$ cat src/rtl/fifo_pkg.sv
// Shared helpers for the async FIFO pointer logic: Gray conversions and
// the default address width. Functions are 16 bits wide; callers slice.
package fifo_pkg;

  localparam int ADDRSIZE_DEF = 9;

  function automatic logic [15:0] bin2gray(input logic [15:0] b);
    return b ^ (b >> 1);
  endfunction

  // Callers zero-extend a narrower Gray value, so the leading zeros
  // simply propagate down to the real MSB.
  function automatic logic [15:0] gray2bin(input logic [15:0] g);
    logic [15:0] b;
    b[15] = g[15];
    for (int i = 14; i >= 0; i--) b[i] = b[i+1] ^ g[i];
    return b;
  endfunction

endpackage

$ cat src/rtl/sync_r2w.sv
// Plain flop chain bringing the Gray read pointer into the write domain.
// No logic between stages so each stage only ever sees one changing bit.
module sync_r2w #(
  parameter int W      = 10,
  parameter int STAGES = 2
) (
  input  logic         wclk,
  input  logic         wrst_n,
  input  logic [W-1:0] d,
  output logic [W-1:0] q
);

  logic [STAGES-1:0][W-1:0] chain;

  // Shift the incoming pointer through the synchronizer stages
  always_ff @(posedge wclk or negedge wrst_n) begin
    if (!wrst_n) begin
      chain <= '0;
    end else begin
      chain[0] <= d;
      for (int i = 1; i < STAGES; i++) chain[i] <= chain[i-1];
    end
  end

  assign q = chain[STAGES-1];

endmodule

$ cat src/rtl/wptr_full_ctrl.sv
// Write-domain pointer / full-flag controller of the async FIFO.
// All flags are computed from the post-write pointer and the synchronized
// read pointer, so they only ever lag a read (pessimistic), never a write.
// ADDRSIZE must be >= 2 and AFULL_SPACE in 1..DEPTH-1.
module wptr_full_ctrl
  import fifo_pkg::*;
#(
  parameter int ADDRSIZE    = ADDRSIZE_DEF,
  parameter int AFULL_SPACE = 16,
  parameter int SYNC_STAGES = 2
) (
  input  logic                wclk,
  input  logic                wrst_n,
  input  logic                winc,
  input  logic                wovf_clr,
  input  logic [ADDRSIZE:0]   rptr,
  output logic [ADDRSIZE-1:0] waddr,
  output logic [ADDRSIZE:0]   wptr,
  output logic                wfull,
  output logic                walmost_full,
  output logic [ADDRSIZE:0]   wlevel,
  output logic                woverflow
);

  localparam int PW    = ADDRSIZE + 1;
  localparam int DEPTH = 1 << ADDRSIZE;
  localparam logic [PW-1:0] AFULL_LVL = PW'(DEPTH - AFULL_SPACE);

  logic [PW-1:0] wbin, wbin_next, wgray_next;
  logic [PW-1:0] wq_rptr, wrbin, wlevel_next, full_cmp;
  logic          wen, wfull_next, wafull_next;

  sync_r2w #(.W(PW), .STAGES(SYNC_STAGES)) u_sync (
    .wclk   (wclk),
    .wrst_n (wrst_n),
    .d      (rptr),
    .q      (wq_rptr)
  );

  // Next pointer and flag values; full means the write pointer is one lap
  // ahead, i.e. the two Gray MSBs differ from the read pointer's.
  always_comb begin
    wen         = winc & ~wfull;
    wbin_next   = wbin + PW'(wen);
    wgray_next  = PW'(bin2gray(16'(wbin_next)));
    wrbin       = PW'(gray2bin(16'(wq_rptr)));
    full_cmp    = {~wq_rptr[PW-1:PW-2], wq_rptr[PW-3:0]};
    wfull_next  = (wgray_next == full_cmp);
    wlevel_next = wbin_next - wrbin;
    wafull_next = (wlevel_next >= AFULL_LVL);
  end

  // Pointer, flag, level and sticky overflow registers
  always_ff @(posedge wclk or negedge wrst_n) begin
    if (!wrst_n) begin
      wbin         <= '0;
      wptr         <= '0;
      wfull        <= 1'b0;
      walmost_full <= 1'b0;
      wlevel       <= '0;
      woverflow    <= 1'b0;
    end else begin
      wbin         <= wbin_next;
      wptr         <= wgray_next;
      wfull        <= wfull_next;
      walmost_full <= wafull_next;
      wlevel       <= wlevel_next;
      if (winc && wfull)  woverflow <= 1'b1;
      else if (wovf_clr)  woverflow <= 1'b0;
    end
  end

  assign waddr = wbin[ADDRSIZE-1:0];

endmodule

$ cat config.mk
export PLATFORM = sky130hd
export DESIGN_NAME = wptr_full_ctrl
export DESIGN_NICKNAME = d
export VERILOG_FILES = /design/src/rtl/fifo_pkg.sv /design/src/rtl/sync_r2w.sv /design/src/rtl/wptr_full_ctrl.sv
export SDC_FILE = /design/constraint.sdc
export NUM_CORES = 1
export LEC_CHECK = 0
export CORE_MARGIN = 2
export CORE_UTILIZATION = 50
export CTS_BUF_LIST = sky130_fd_sc_hd__clkbuf_16
export CTS_CLUSTER_SIZE = 14
export DETAILED_ROUTE_END_ITERATION = 7
export GPL_ROUTABILITY_DRIVEN = 0
export PLACE_DENSITY = 0.84
export SLEW_MARGIN = 20
export SYNTH_ARGS = -nofsm -noshare
export SYNTH_HDL_FRONTEND = slang
export SYNTH_HIERARCHICAL = 1
export SYNTH_SLANG_ARGS = --single-unit
$ cat constraint.sdc
create_clock -name wclk -period 8.2 [get_ports wclk]
set_input_delay 0.82 -clock wclk [delete_from_list [all_inputs] [get_ports wclk]]
set_output_delay 0.82 -clock wclk [all_outputs]
set_load 0.02 [all_outputs]
# Yosys cells after proc, flatten, opt, wreduce, memory -nomap -nowiden
# Index checks and enable logic that the tools add are counted.
[word_totals]
ff_bits = 53
in_bits = 14
elab_cells = 29
[classes]
n_addsub = 2
order_cmp = 1
n_eq_ne = 1
mux = 2
bitwise_logic = 13
n_reduce_logical = 2
[op_table]
columns = ["cell", "count"]
rows = [
  ["$add A10 B1 Y10", 1],
  ["$eq A10 B10 Y1", 1],
  ["$ge A10 B9 Y1 const B", 1],
  ["$sub A10 B10 Y10", 1],
  ["$xor A10 B9 Y10", 1],
  ["$xor A1 B1 Y1", 9],
  ["$mux W1", 2],
  ["$not A2 Y2", 1],
  ["$reduce_bool A2 Y1", 1],
  ["$and A1 B1 Y1", 1],
  ["$logic_and A1 B1 Y1", 1],
  ["$not A1 Y1", 1],
]

# Logic depth before layout (Yosys ltp)
# Gate-level depths: netlist of the first run.
[depth]
word_depth = 11
ltp_mapped = 16

# Hierarchy
# Netlist of the first run, hierarchy kept.
[by_module_without_submodules]
columns = ["mod", "n_inst", "cells_each", "area_per_inst_um2", "seq_area_each_um2"]
rows = [
  ["wptr_full_ctrl", 1, 163, 1815.5, 800.8],
  ["sync_r2w", 1, 30, 575.6, 500.5],
]

# Worst setup path before layout of the first run
# Ideal clock, no wire load.
[synth_path]
kind = "register -> register"
startpoint = "register u_sync.chain, in the netlist u_sync/q[9]"
endpoint = "register walmost_full"
t_arrival_ns = 3.377
required_time_ns = 8.080
path_slack_ns = 4.703
path_stages_with_launch = 17
synth_period_minus_slack_ns = 3.497
cell_sequence = "dfrtp_1 > buf_4 > xnor2_2 > xor2_2 > xor2_2 > xor2_2 > xor2_2 > xor2_4 > xor2_1 > ha_1 > nor2b_1 > o211ai_1 > nand4_1 > a31oi_1 > o21ai_0 > xor2_1 > a41o_1"
[synth_via]
elab_chain_cells = 11
[synth_rtl]
columns = ["element", "line", "source"]
rows = [
  ["start, declared", "sync_r2w.sv:13", "logic [STAGES-1:0][W-1:0] chain;"],
  ["$xor A1 B1 Y1 (9 in a row)", "fifo_pkg.sv:16", "for (int i = 14; i >= 0; i--) b[i] = b[i+1] ^ g[i];"],
  ["$sub A10 B10 Y10 (*)", "wptr_full_ctrl.sv:49", "wlevel_next = wbin_next - wrbin;"],
  ["net wlevel_next[9]", "wptr_full_ctrl.sv:30", "logic [PW-1:0] wq_rptr, wrbin, wlevel_next, full_cmp;"],
  ["$ge A10 B9 Y1 (*)", "wptr_full_ctrl.sv:50", "wafull_next = (wlevel_next >= AFULL_LVL);"],
  ["net wafull_next", "wptr_full_ctrl.sv:31", "logic wen, wfull_next, wafull_next;"],
  ["end signal, assigned", "wptr_full_ctrl.sv:66", "walmost_full <= wafull_next;"],
  ["end, declared", "wptr_full_ctrl.sv:20", "output logic walmost_full,"],
]
# Mark *: on every way through the listed nets, which the timed path passes. The rest lies on a longest branch.
# A chain may end at the register's enable or synchronous reset.

# Worst setup path in the final report of the first run
# Same ends and word-level chain as after synthesis.

==> run metrics, run 1 <==
Syn Std Cell Area=0.00239 mm2; hold_sp=u_sync/chain[2]$_DFF_PN0_; H-tree Lvls=2; number of cells on the critical path=15; filler cell count=354; Critical Path RT=8.38 ns; Clock Path Buffers=2; Skew-Pair Late Insertion Delay=0.29 ns; TritonCTS Buffers=5; PD cells=411 mW/mm2; CP cell instances=xnor2_2, xor2_2, xor2_2, xor2_2, xor2_2, xor2_4, xor2_1, ha_1, nor2b_1, o211ai_1, nand4_1, a31oi_1, o21ai_0, xor2_1, a41o_1; VDD IR max=0.000174 V; EDFF count, synth=0; drt total wl=3.94 mm; Compound-Gate Fraction of Synth Area=0.0492; non-filler cells, final=289; die span in x=73.2 um; Synth Flop Type=dfrtp_1; status=finished, final reports clean; Tcrit/Tclk final=0.463; Worst R2R Path Depth=15; vias=1,435; FF-to-FF Start=u_sync/q[9]$_DFF_PN0_; CP Launch Type=flop; Synth Area in Adders=0.0659; Mapped Cells=193; GRT Total Usage=0.164; Cell Rows=25; average size of a mapped cell=12.4 um2; post-DR vias/cell=4.97; Post-CTS Setup Inserts=0; Setup CP Type=flop to flop; largest cells by area after synthesis=dfrtp_1 (54%), xor2_1 (8.4%), xnor2_1 (7.7%); CTS tree=built; first-pass GRT wire length=6.53 mm; 1st-iter DRT viols=66; Pleak=1.36 nW; hold buffers post-CTS=0; CP Data Arrival Time=3.97 ns; die area=0.00535 mm2; most common cell after layout, fill and taps aside=dfrtp_1; CTS root buffer=clkbuf_16; MaxCap Viol Count=0; Seq/Total Area, Yosys=0.544; final hold vios=0; Synth Register Bits=52; unrepaired setup endpoints after global routing=no; FFs w/ async S/R, synth=1.00; Hold Path Sink=u_sync/q[2]$_DFF_PN0_; headroom to the max-slew limit=0.592; CP max FO=5; Yosys warning count=6; initial antenna violation count=0; Min Hold Slack=0.348 ns; reg2reg end=walmost_full$_DFF_PN0_; Nets=260; maximum clock frequency=264 MHz; die height=73.2 um; slowest CP cell=dfrtp_1; Netlist cell types=34; Crit. End Element=flop; Core Footprint=0.00466 mm2; hold depth=0; largest net degree at the start of global routing=53; Area Overhead vs Synth=25.3%; ant diodes=0; # clock sinks=52; min Tclk post-route=3.79 ns; setup violators final=0; mux share of post-synthesis cell area=0.00419; Port Buffers=45; CTS clk-pin slew, worst paths=0.06 ns; fraction of layout cells with a size suffix above 1=0.0723; largest family of logic cells by synthesized area=XOR/XNOR gates; max-slew violations=0; post-cts sizing count=0; r2r setup slk=4.41 ns; hold crit path type=flop to flop; delay-heaviest family, CP=XOR/XNOR gates; slowest stage delay, CP=0.41 ns; hpwl dp=2.85 mm; io pins=46; number of global-route vias before repair=1,495; post-route ant nets=0; Post-Synth XOR/XNOR Area=0.207; Post-Synth Simple-Gate Area=0.0764; most frequent cells in the layout=dfrtp_1 (52), clkdlybuf4s50_1 (44), xor2_1 (23); critical path buffer and inverter count=0; Setup TNS=0 ns; DR WL/cell=13.6 um; grt ovf=0; drt drc=0; Cells after DPL=281; Initial Util=0.513; Synth area leader=dfrtp_1; Detailed Routing Iterations Pass 1=4; Worst Tran Pin Value=0.613 ns; Synth top area share=0.544; cell mode on critical path=xor2_2; Worst Skew=0.00273 ns; Syn Nets=219
[how the worst max path moves through the flow]
stage | startpoint | to | slack, ns
floorplan | u_sync/q[9]$_DFF_PN0_ | walmost_full$_DFF_PN0_ | 4.70
global placement | winc | walmost_full$_DFF_PN0_ | 4.30
detailed placement | winc | walmost_full$_DFF_PN0_ | 4.18
CTS | u_sync/q[9]$_DFF_PN0_ | walmost_full$_DFF_PN0_ | 4.41
global route | u_sync/q[9]$_DFF_PN0_ | walmost_full$_DFF_PN0_ | 4.13
finish | u_sync/q[9]$_DFF_PN0_ | walmost_full$_DFF_PN0_ | 4.41
[flip-flops by register name (all words and copies together) (netlist names)]
name,cells
wptr,9
u_sync/q,10
walmost_full,1
wlevel,10
u_sync/chain,10
wbin,10
wfull,1
woverflow,1
[report_power, final]
group	switching (mW)	total (mW)	internal, mW
combinational	0.343	0.634	0.292
clock	0.0866	0.230	0.143
sequential	0.0387	0.367	0.328
[layer usage]
layer  GRT usage  wire (um)
met4      0.0864         85
met5           0          0
met2       0.280       1990
met3      0.0304        164
met1       0.195       1710
[stage by stage]
stage	worst slack, ns	cell area (um2)	util	power [mW]
2_1_floorplan	4.70	2390	-	0.798
3_3_place_gp	4.30	2830	0.606	0.983
3_5_place_dp	4.18	2830	0.606	0.996
4_1_cts	4.41	2990	0.642	1.24
5_1_grt	4.13	3000	0.643	1.31
6_report	4.41	3000	0.643	1.23
[area by class of cell]
cell class,count,area (um2),area share
multi-input combinational,117,962,0.321
sequential,52,1300,0.434
clock inverter,3,42.5,0.0142
inverter,13,48.8,0.0163
timing repair buffer,45,448,0.150
tap,54,67.6,0.0226
clock buffer,5,125,0.0418
[cell families after synthesis]
| group | after synthesis |
|---|---|
| flops | 52 |
| xor+xnor | 50 |
| simple gates | 36 |
| buf+inv | 24 |
| compound gates | 18 |
| fa+ha+maj | 12 |
| mux | 1 |
[synth_stat cells, drive strengths merged (2+ instances only)]
cell    count
nor2b       4
or2         2
and3        2
xnor2      22
nor3        3
a21oi       5
o21ai       4
nand3       6
buf        10
dfrtp      52
nor2        4
xor2       28
ha         11
nand3b      2
nand2      10
inv        13
(Power assumes the default switching activity.)
==> inputs of run 2 (changes only) <==
--- a/config.mk
+++ b/config.mk
@@ -6,12 +6,12 @@
 export NUM_CORES = 1
 export LEC_CHECK = 0
 export CORE_MARGIN = 2
-export CORE_UTILIZATION = 50
+export CORE_UTILIZATION = 46
 export CTS_BUF_LIST = sky130_fd_sc_hd__clkbuf_16
 export CTS_CLUSTER_SIZE = 14
 export DETAILED_ROUTE_END_ITERATION = 7
 export GPL_ROUTABILITY_DRIVEN = 0
-export PLACE_DENSITY = 0.84
+export PLACE_DENSITY = 0.82
 export SLEW_MARGIN = 20
 export SYNTH_ARGS = -nofsm -noshare
 export SYNTH_HDL_FRONTEND = slang
==> constraint.sdc (replaced) <==
create_clock -name wclk -period 3.4 [get_ports wclk]
set_input_delay 0.34 -clock wclk [delete_from_list [all_inputs] [get_ports wclk]]
set_output_delay 0.34 -clock wclk [all_outputs]
set_load 0.02 [all_outputs]
==> run metrics, run 2 (synthesis results as in run 1) <==
CP Data Arrival Time=3.80 ns (was 3.97 ns); most frequent cells in the layout=dfrtp_1 (50), clkdlybuf4s50_1 (44), buf_4 (31) (was dfrtp_1 (52), clkdlybuf4s50_1 (44), xor2_1 (23)); drt drc=0 (unchanged); first-pass GRT wire length=7.41 mm (was 6.53 mm); Detailed Routing Iterations Pass 1=4 (unchanged); min Tclk post-route=3.62 ns (was 3.79 ns); Critical Path RT=3.58 ns (was 8.38 ns); status=finished, violations left (was finished, final reports clean); CTS clk-pin slew, worst paths=0.06 ns (about the same); GRT Total Usage=0.165 (was 0.164); hpwl dp=3.10 mm (was 2.85 mm); Layout Utilization=0.661 (was 0.643); initial antenna violation count=0 (unchanged); post-DR vias/cell=4.62 (was 4.97); Area Overhead vs Synth=40.4% (was 25.3%); CTS root buffer=clkbuf_16 (unchanged); ant diodes=0 (unchanged); number of global-route vias before repair=1,599 (was 1,495); TritonCTS Buffers=5 (unchanged); headroom to the max-slew limit=0.592 (about the same); final hold vios=0 (unchanged); CTS tree=built (unchanged); Pleak=1.54 nW (was 1.36 nW); Min Hold Slack=0.0698 ns (was 0.348 ns); Cell Rows=26 (was 25); VDD IR max=0.000575 V (was 0.000174 V); Clock power frac=0.159 (was 0.187); Worst R2R Path Depth=16 (was 15); failing checks=setup timing; MaxCap Viol Count=0 (unchanged); Crit. End Element=flop (unchanged); Worst Skew=0.00479 ns (was 0.00273 ns); final setup margin=-0.222 ns (was 4.41 ns); CP Launch Type=flop (unchanged); max-slew violations=0 (unchanged); die height=76.1 um (was 73.2 um); internal power=2.17 mW (was 0.763 mW); Worst Tran Pin Value=0.612 ns (was 0.613 ns); drt total wl=4.59 mm (was 3.94 mm); reg2reg end=walmost_full$_DFF_PN0_ (unchanged); r2r setup slk=-0.22 ns (was 4.41 ns); die span in x=76.1 um (was 73.2 um); CP max FO=4 (was 5); FF-to-FF Start=u_sync/q[8]$_DFF_PN0_ (was u_sync/q[9]$_DFF_PN0_); largest net degree at the start of global routing=53 (unchanged); Nets=293 (was 260); Initial Util=0.471 (was 0.513); maximum clock frequency=276 MHz (was 264 MHz); vias=1,560 (was 1,435); dpl ws=-0.204 ns (was 4.18 ns); Seq pwr share=0.261 (was 0.298); Setup CP Type=flop to flop (unchanged); 1st-iter DRT viols=53 (was 66); Clock Path Buffers=2 (unchanged); io pins=46 (unchanged); Switching Fraction=0.366 (was 0.380); # clock sinks=52 (unchanged); fraction of layout cells with a size suffix above 1=0.228 (was 0.0723); Sw Pwr=1.25 mW (was 0.468 mW); Skew-Pair Late Insertion Delay=0.29 ns (about the same); setup violators final=5 (was 0); Setup TNS=-0.686 ns (was 0 ns); die area=0.00579 mm2 (was 0.00535 mm2); hold crit path type=primary input to async pin (was flop to flop); Port Buffers=45 (unchanged); Tcrit/Tclk final=1.07 (was 0.463); PD cells=1020 mW/mm2 (was 411 mW/mm2); post-route ant nets=0 (unchanged); Core Footprint=0.00507 mm2 (was 0.00466 mm2); grt ovf=0 (unchanged); H-tree Lvls=2 (unchanged); DR WL/cell=13.6 um (about the same); unrepaired setup endpoints after global routing=yes (was no); most common cell after layout, fill and taps aside=dfrtp_1 (unchanged); Logic pwr share=0.580 (was 0.515); hold buffers post-CTS=0 (unchanged)
-- run 2: cell types whose count changed in the layout (fill, tap and decap cells not counted), sizes merged --
cell / previous run / this run
clkinvlp: 1 / 0
inv: 13 / 14
buf: 1 / 34
-- run 2: metrics by stage --
step	cells	area [um2]	power, mW
finish	338	3360	3.41
global route	338	3360	3.61
CTS	333	3260	3.27
detailed placement	318	3010	2.60
global placement	318	3010	2.57
floorplan	193	2410	1.93
-- run 2: layer usage --
layer / vias to the layer above / share of wire / track usage
met1: 741 / 0.43 / 0.201
met5: - / 0 / 0
met4: 0 / 0.023 / 0.0709
met2: 53 / 0.49 / 0.274
li1: 758 / - / -
met3: 8 / 0.060 / 0.0474
-- run 2: cell type report --
cell class / count / area, um2
clock buffer: 5 / 125
tap: 70 / 87.6
clock inverter: 3 / 38.8
fill: 383 / 1720
inverter: 13 / 48.8
multi-input combinational: 117 / 1050
sequential: 52 / 1300
timing repair buffer: 78 / 707
-- run 2: power by group through the flow --
stage / sequential [mW] / clock (mW) / combinational (mW)
after floorplan: 1.05 / 0 / 0.876
after global placement: 0.895 / 0 / 1.68
after detailed placement: 0.894 / 0 / 1.71
after CTS: 0.890 / 0.551 / 1.83
after global routing: 0.913 / 0.577 / 2.12
final: 0.889 / 0.543 / 1.98
-- run 2: worst max-delay path, stage by stage, from the launching register on --
cell	delay [ns]
dfrtp_2	0.44
xnor2_4	0.20
xor2_2	0.24
xor2_2	0.23
xor2_2	0.23
xor2_2	0.17
buf_6	0.14
xor2_4	0.20
xnor2_1	0.10
ha_2	0.20
fa_2	0.34
nor2b_1	0.12
o21ai_1	0.09
a21o_1	0.23
a21oi_2	0.24
xor2_2	0.11
a41o_1	0.22
-- run 2: what timing repair did --
action                                  in CTS  in global routing
setup buffers                                7                  5
gates cloned                                 0                  0
endpoints found under the setup margin       6                  6
gates resized for setup                     10                  8
pin swaps                                   11                 14
-- run 2: worst max-delay path by stage --
| stage | startpoint | endpoint | slack, ns | cells past startpoint |
|---|---|---|---|---|
| 2_1_floorplan | u_sync/q[8]$_DFF_PN0_ | walmost_full$_DFF_PN0_ | -0.07 | 16 |
| 3_3_place_gp | u_sync/q[8]$_DFF_PN0_ | walmost_full$_DFF_PN0_ | -0.08 | 15 |
| 3_5_place_dp | u_sync/q[8]$_DFF_PN0_ | walmost_full$_DFF_PN0_ | -0.20 | 15 |
| 4_1_cts | u_sync/q[9]$_DFF_PN0_ | walmost_full$_DFF_PN0_ | -0.09 | 16 |
| 5_1_grt | u_sync/q[8]$_DFF_PN0_ | walmost_full$_DFF_PN0_ | -0.39 | 16 |
| 6_report | u_sync/q[8]$_DFF_PN0_ | walmost_full$_DFF_PN0_ | -0.22 | 16 |
==> inputs of run 3 (changes only) <==
--- a/config.mk
+++ b/config.mk
@@ -5,13 +5,14 @@
 export SDC_FILE = /design/constraint.sdc
 export NUM_CORES = 1
 export LEC_CHECK = 0
+export ABC_CLOCK_PERIOD_IN_PS = 3400
 export CORE_MARGIN = 2
-export CORE_UTILIZATION = 46
+export CORE_UTILIZATION = 25
 export CTS_BUF_LIST = sky130_fd_sc_hd__clkbuf_16
 export CTS_CLUSTER_SIZE = 14
 export DETAILED_ROUTE_END_ITERATION = 7
 export GPL_ROUTABILITY_DRIVEN = 0
-export PLACE_DENSITY = 0.82
+export PLACE_DENSITY = 0.53
 export SLEW_MARGIN = 20
 export SYNTH_ARGS = -nofsm -noshare
 export SYNTH_HDL_FRONTEND = slang
==> run metrics, run 3 (synthesis results as in run 1) <==
status=finished, violations left (unchanged); failing checks=setup timing (unchanged); largest net degree at the start of global routing=28 (was 53); MaxCap Viol Count=0 (unchanged); placement-stage cell area=0.00314 mm2 (was 0.00301 mm2); Tcrit/Tclk final=1.04 (was 1.07); hold buffers post-CTS=0 (unchanged); post-route ant nets=0 (unchanged); CTS tree=built (unchanged); PD cells=964 mW/mm2 (was 1020 mW/mm2); 1st-iter DRT viols=40 (was 53); cell mode on critical path=xor2_2 (unchanged); H-tree Lvls=2 (unchanged); Final Instance Area=0.00337 mm2 (was 0.00336 mm2); slowest CP cell=dfrtp_2 (unchanged); FF-to-FF Start=u_sync/q[9]$_DFF_PN0_ (was u_sync/q[8]$_DFF_PN0_); Cell Rows=35 (was 26); r2r setup slk=-0.13 ns (was -0.22 ns); Critical path destination=walmost_full$_DFF_PN0_ (unchanged); most common cell after layout, fill and taps aside=dfrtp_1 (unchanged); hpwl dp=3.56 mm (was 3.10 mm); ant diodes=0 (unchanged); CTS clk-pin slew, worst paths=0.07 ns (was 0.06 ns); Core Footprint=0.00924 mm2 (was 0.00507 mm2); slowest stage delay, CP=0.44 ns (about the same); Total Power=3.25 mW (was 3.41 mW); crit path from=u_sync/q[9]$_DFF_PN0_ (was u_sync/q[8]$_DFF_PN0_); setup violators final=3 (was 5); max-slew violations=0 (unchanged); number of global-route vias before repair=1,579 (was 1,599); Crit. End Element=flop (unchanged); die span in x=102 um (was 76.1 um); Nets=292 (was 293); TritonCTS Buffers=5 (unchanged); post-DR vias/cell=3.82 (was 4.62); io pins=46 (unchanged); Worst R2R Path Depth=15 (was 16); Detailed Routing Iterations Pass 1=3 (was 4); # clock sinks=52 (unchanged); Initial Util=0.259 (was 0.471); GRT Total Usage=0.100 (was 0.165); final setup margin=-0.132 ns (was -0.222 ns); Cells after DPL=384 (was 318); first-pass GRT wire length=7.82 mm (was 7.41 mm); Setup TNS=-0.181 ns (was -0.686 ns); min Tclk post-route=3.53 ns (was 3.62 ns); CTS root buffer=clkbuf_16 (unchanged); Critical Path RT=3.58 ns (about the same); DR WL/cell=11.9 um (was 13.6 um); CP Data Arrival Time=3.72 ns (was 3.80 ns); filler cell count=934 (was 383); grt ovf=0 (unchanged); Worst Tran Pin Value=0.587 ns (was 0.612 ns); drt total wl=4.71 mm (was 4.59 mm); Skew-Pair Late Insertion Delay=0.29 ns (about the same); headroom to the max-slew limit=0.608 (was 0.592); CP cell instances=xnor2_4, xor2_2, xor2_2, xor2_2, xor2_2, xor2_4, xor2_1, ha_1, nor2b_4, o211ai_1, nand4_1, a31oi_2, o21ai_1, xor2_1, a41o_1 (was xnor2_4, xor2_2, xor2_2, xor2_2, xor2_2, buf_6, xor2_4, xnor2_1, ha_2, fa_2, nor2b_1, o21ai_1, a21o_1, a21oi_2, xor2_2, a41o_1); die height=102 um (was 76.1 um); fraction of layout cells with a size suffix above 1=0.225 (was 0.228); most frequent cells in the layout=dfrtp_1 (51), clkdlybuf4s50_1 (44), buf_4 (32) (was dfrtp_1 (50), clkdlybuf4s50_1 (44), buf_4 (31)); CP max FO=4 (unchanged); Setup CP Type=flop to flop (unchanged); unrepaired setup endpoints after global routing=yes (unchanged); Area Overhead vs Synth=41.0% (was 40.4%); CP Launch Type=flop (unchanged); Pleak=1.51 nW (was 1.54 nW); Worst Skew=0.00536 ns (was 0.00479 ns); Clock Path Buffers=2 (unchanged); non-filler cells, final=396 (was 338); Port Buffers=45 (unchanged); final hold vios=0 (unchanged); vias=1,511 (was 1,560); drt drc=0 (unchanged); initial antenna violation count=0 (unchanged); reg2reg end=walmost_full$_DFF_PN0_ (unchanged); maximum clock frequency=283 MHz (was 276 MHz); hold crit path type=primary input to async pin (unchanged); VDD IR max=0.000405 V (was 0.000575 V); die area=0.0104 mm2 (was 0.00579 mm2)
-- run 3: worst max-delay path: cells and delay by family (launching register included) --
kind | cells | cell delay, ns
XOR/XNOR | 8 | 1.67
AO/OA/AOI/OAI | 4 | 0.74
flip-flops | 1 | 0.44
AND/OR/NAND/NOR | 2 | 0.30
adder cells (fa/ha/maj) | 1 | 0.25
-- run 3: layer usage --
| layer | global-route usage | vias up | share of wire |
|---|---|---|---|
| li1 | - | 764 | - |
| met5 | 0 | - | 0 |
| met2 | 0.147 | 37 | 0.44 |
| met4 | 0.0468 | 0 | 0.021 |
| met1 | 0.137 | 704 | 0.50 |
| met3 | 0.0283 | 6 | 0.047 |
-- run 3: how the worst min path moves through the flow --
stage | start | slack (ns) | endpoint | depth (start not counted)
detailed placement | u_sync/chain[4]$_DFF_PN0_ | 0.33 | u_sync/q[4]$_DFF_PN0_ | 0
CTS | wrst_n | 0.06 | u_sync/q[2]$_DFF_PN0_ | 1
floorplan | wrst_n | 0.04 | u_sync/chain[0]$_DFF_PN0_ | 0
finish | wrst_n | 0.04 | wlevel[3]$_DFF_PN0_ | 1
global route | wrst_n | 0.09 | u_sync/q[2]$_DFF_PN0_ | 1
global placement | u_sync/chain[4]$_DFF_PN0_ | 0.33 | u_sync/q[4]$_DFF_PN0_ | 0
-- run 3: cell type report --
class / instances / area, um2 / share of cell area
repair buffers: 77 / 686 / 0.203
flip-flops and latches: 52 / 1300 / 0.386
inverters: 13 / 48.8 / 0.0145
multi-input cells: 117 / 1020 / 0.304
clock inverters: 3 / 23.8 / 0.00705
well taps: 129 / 161 / 0.0479
clock buffers: 5 / 125 / 0.0371
-- run 3: where the power goes --
group	internal, mW	total, mW	switching [mW]
clock network	0.274	0.501	0.227
registers	0.792	0.892	0.100
logic	0.942	1.86	0.914
-- run 3: metrics by stage --
step,setup slack (ns),hold WS (ns),utilization
floorplan,-0.0700,0.0444,-
global placement,-0.115,0.335,0.340
detailed placement,-0.178,0.335,0.340
CTS,-0.0947,0.0631,0.362
global route,-0.417,0.0881,0.365
finish,-0.132,0.0435,0.365
-- run 3: repair_timing --
item | in CTS | in global routing
pin swaps | 9 | 2
setup buffers | 4 | 0
setup endpoints to repair | 6 | 7
resized for setup | 8 | 5
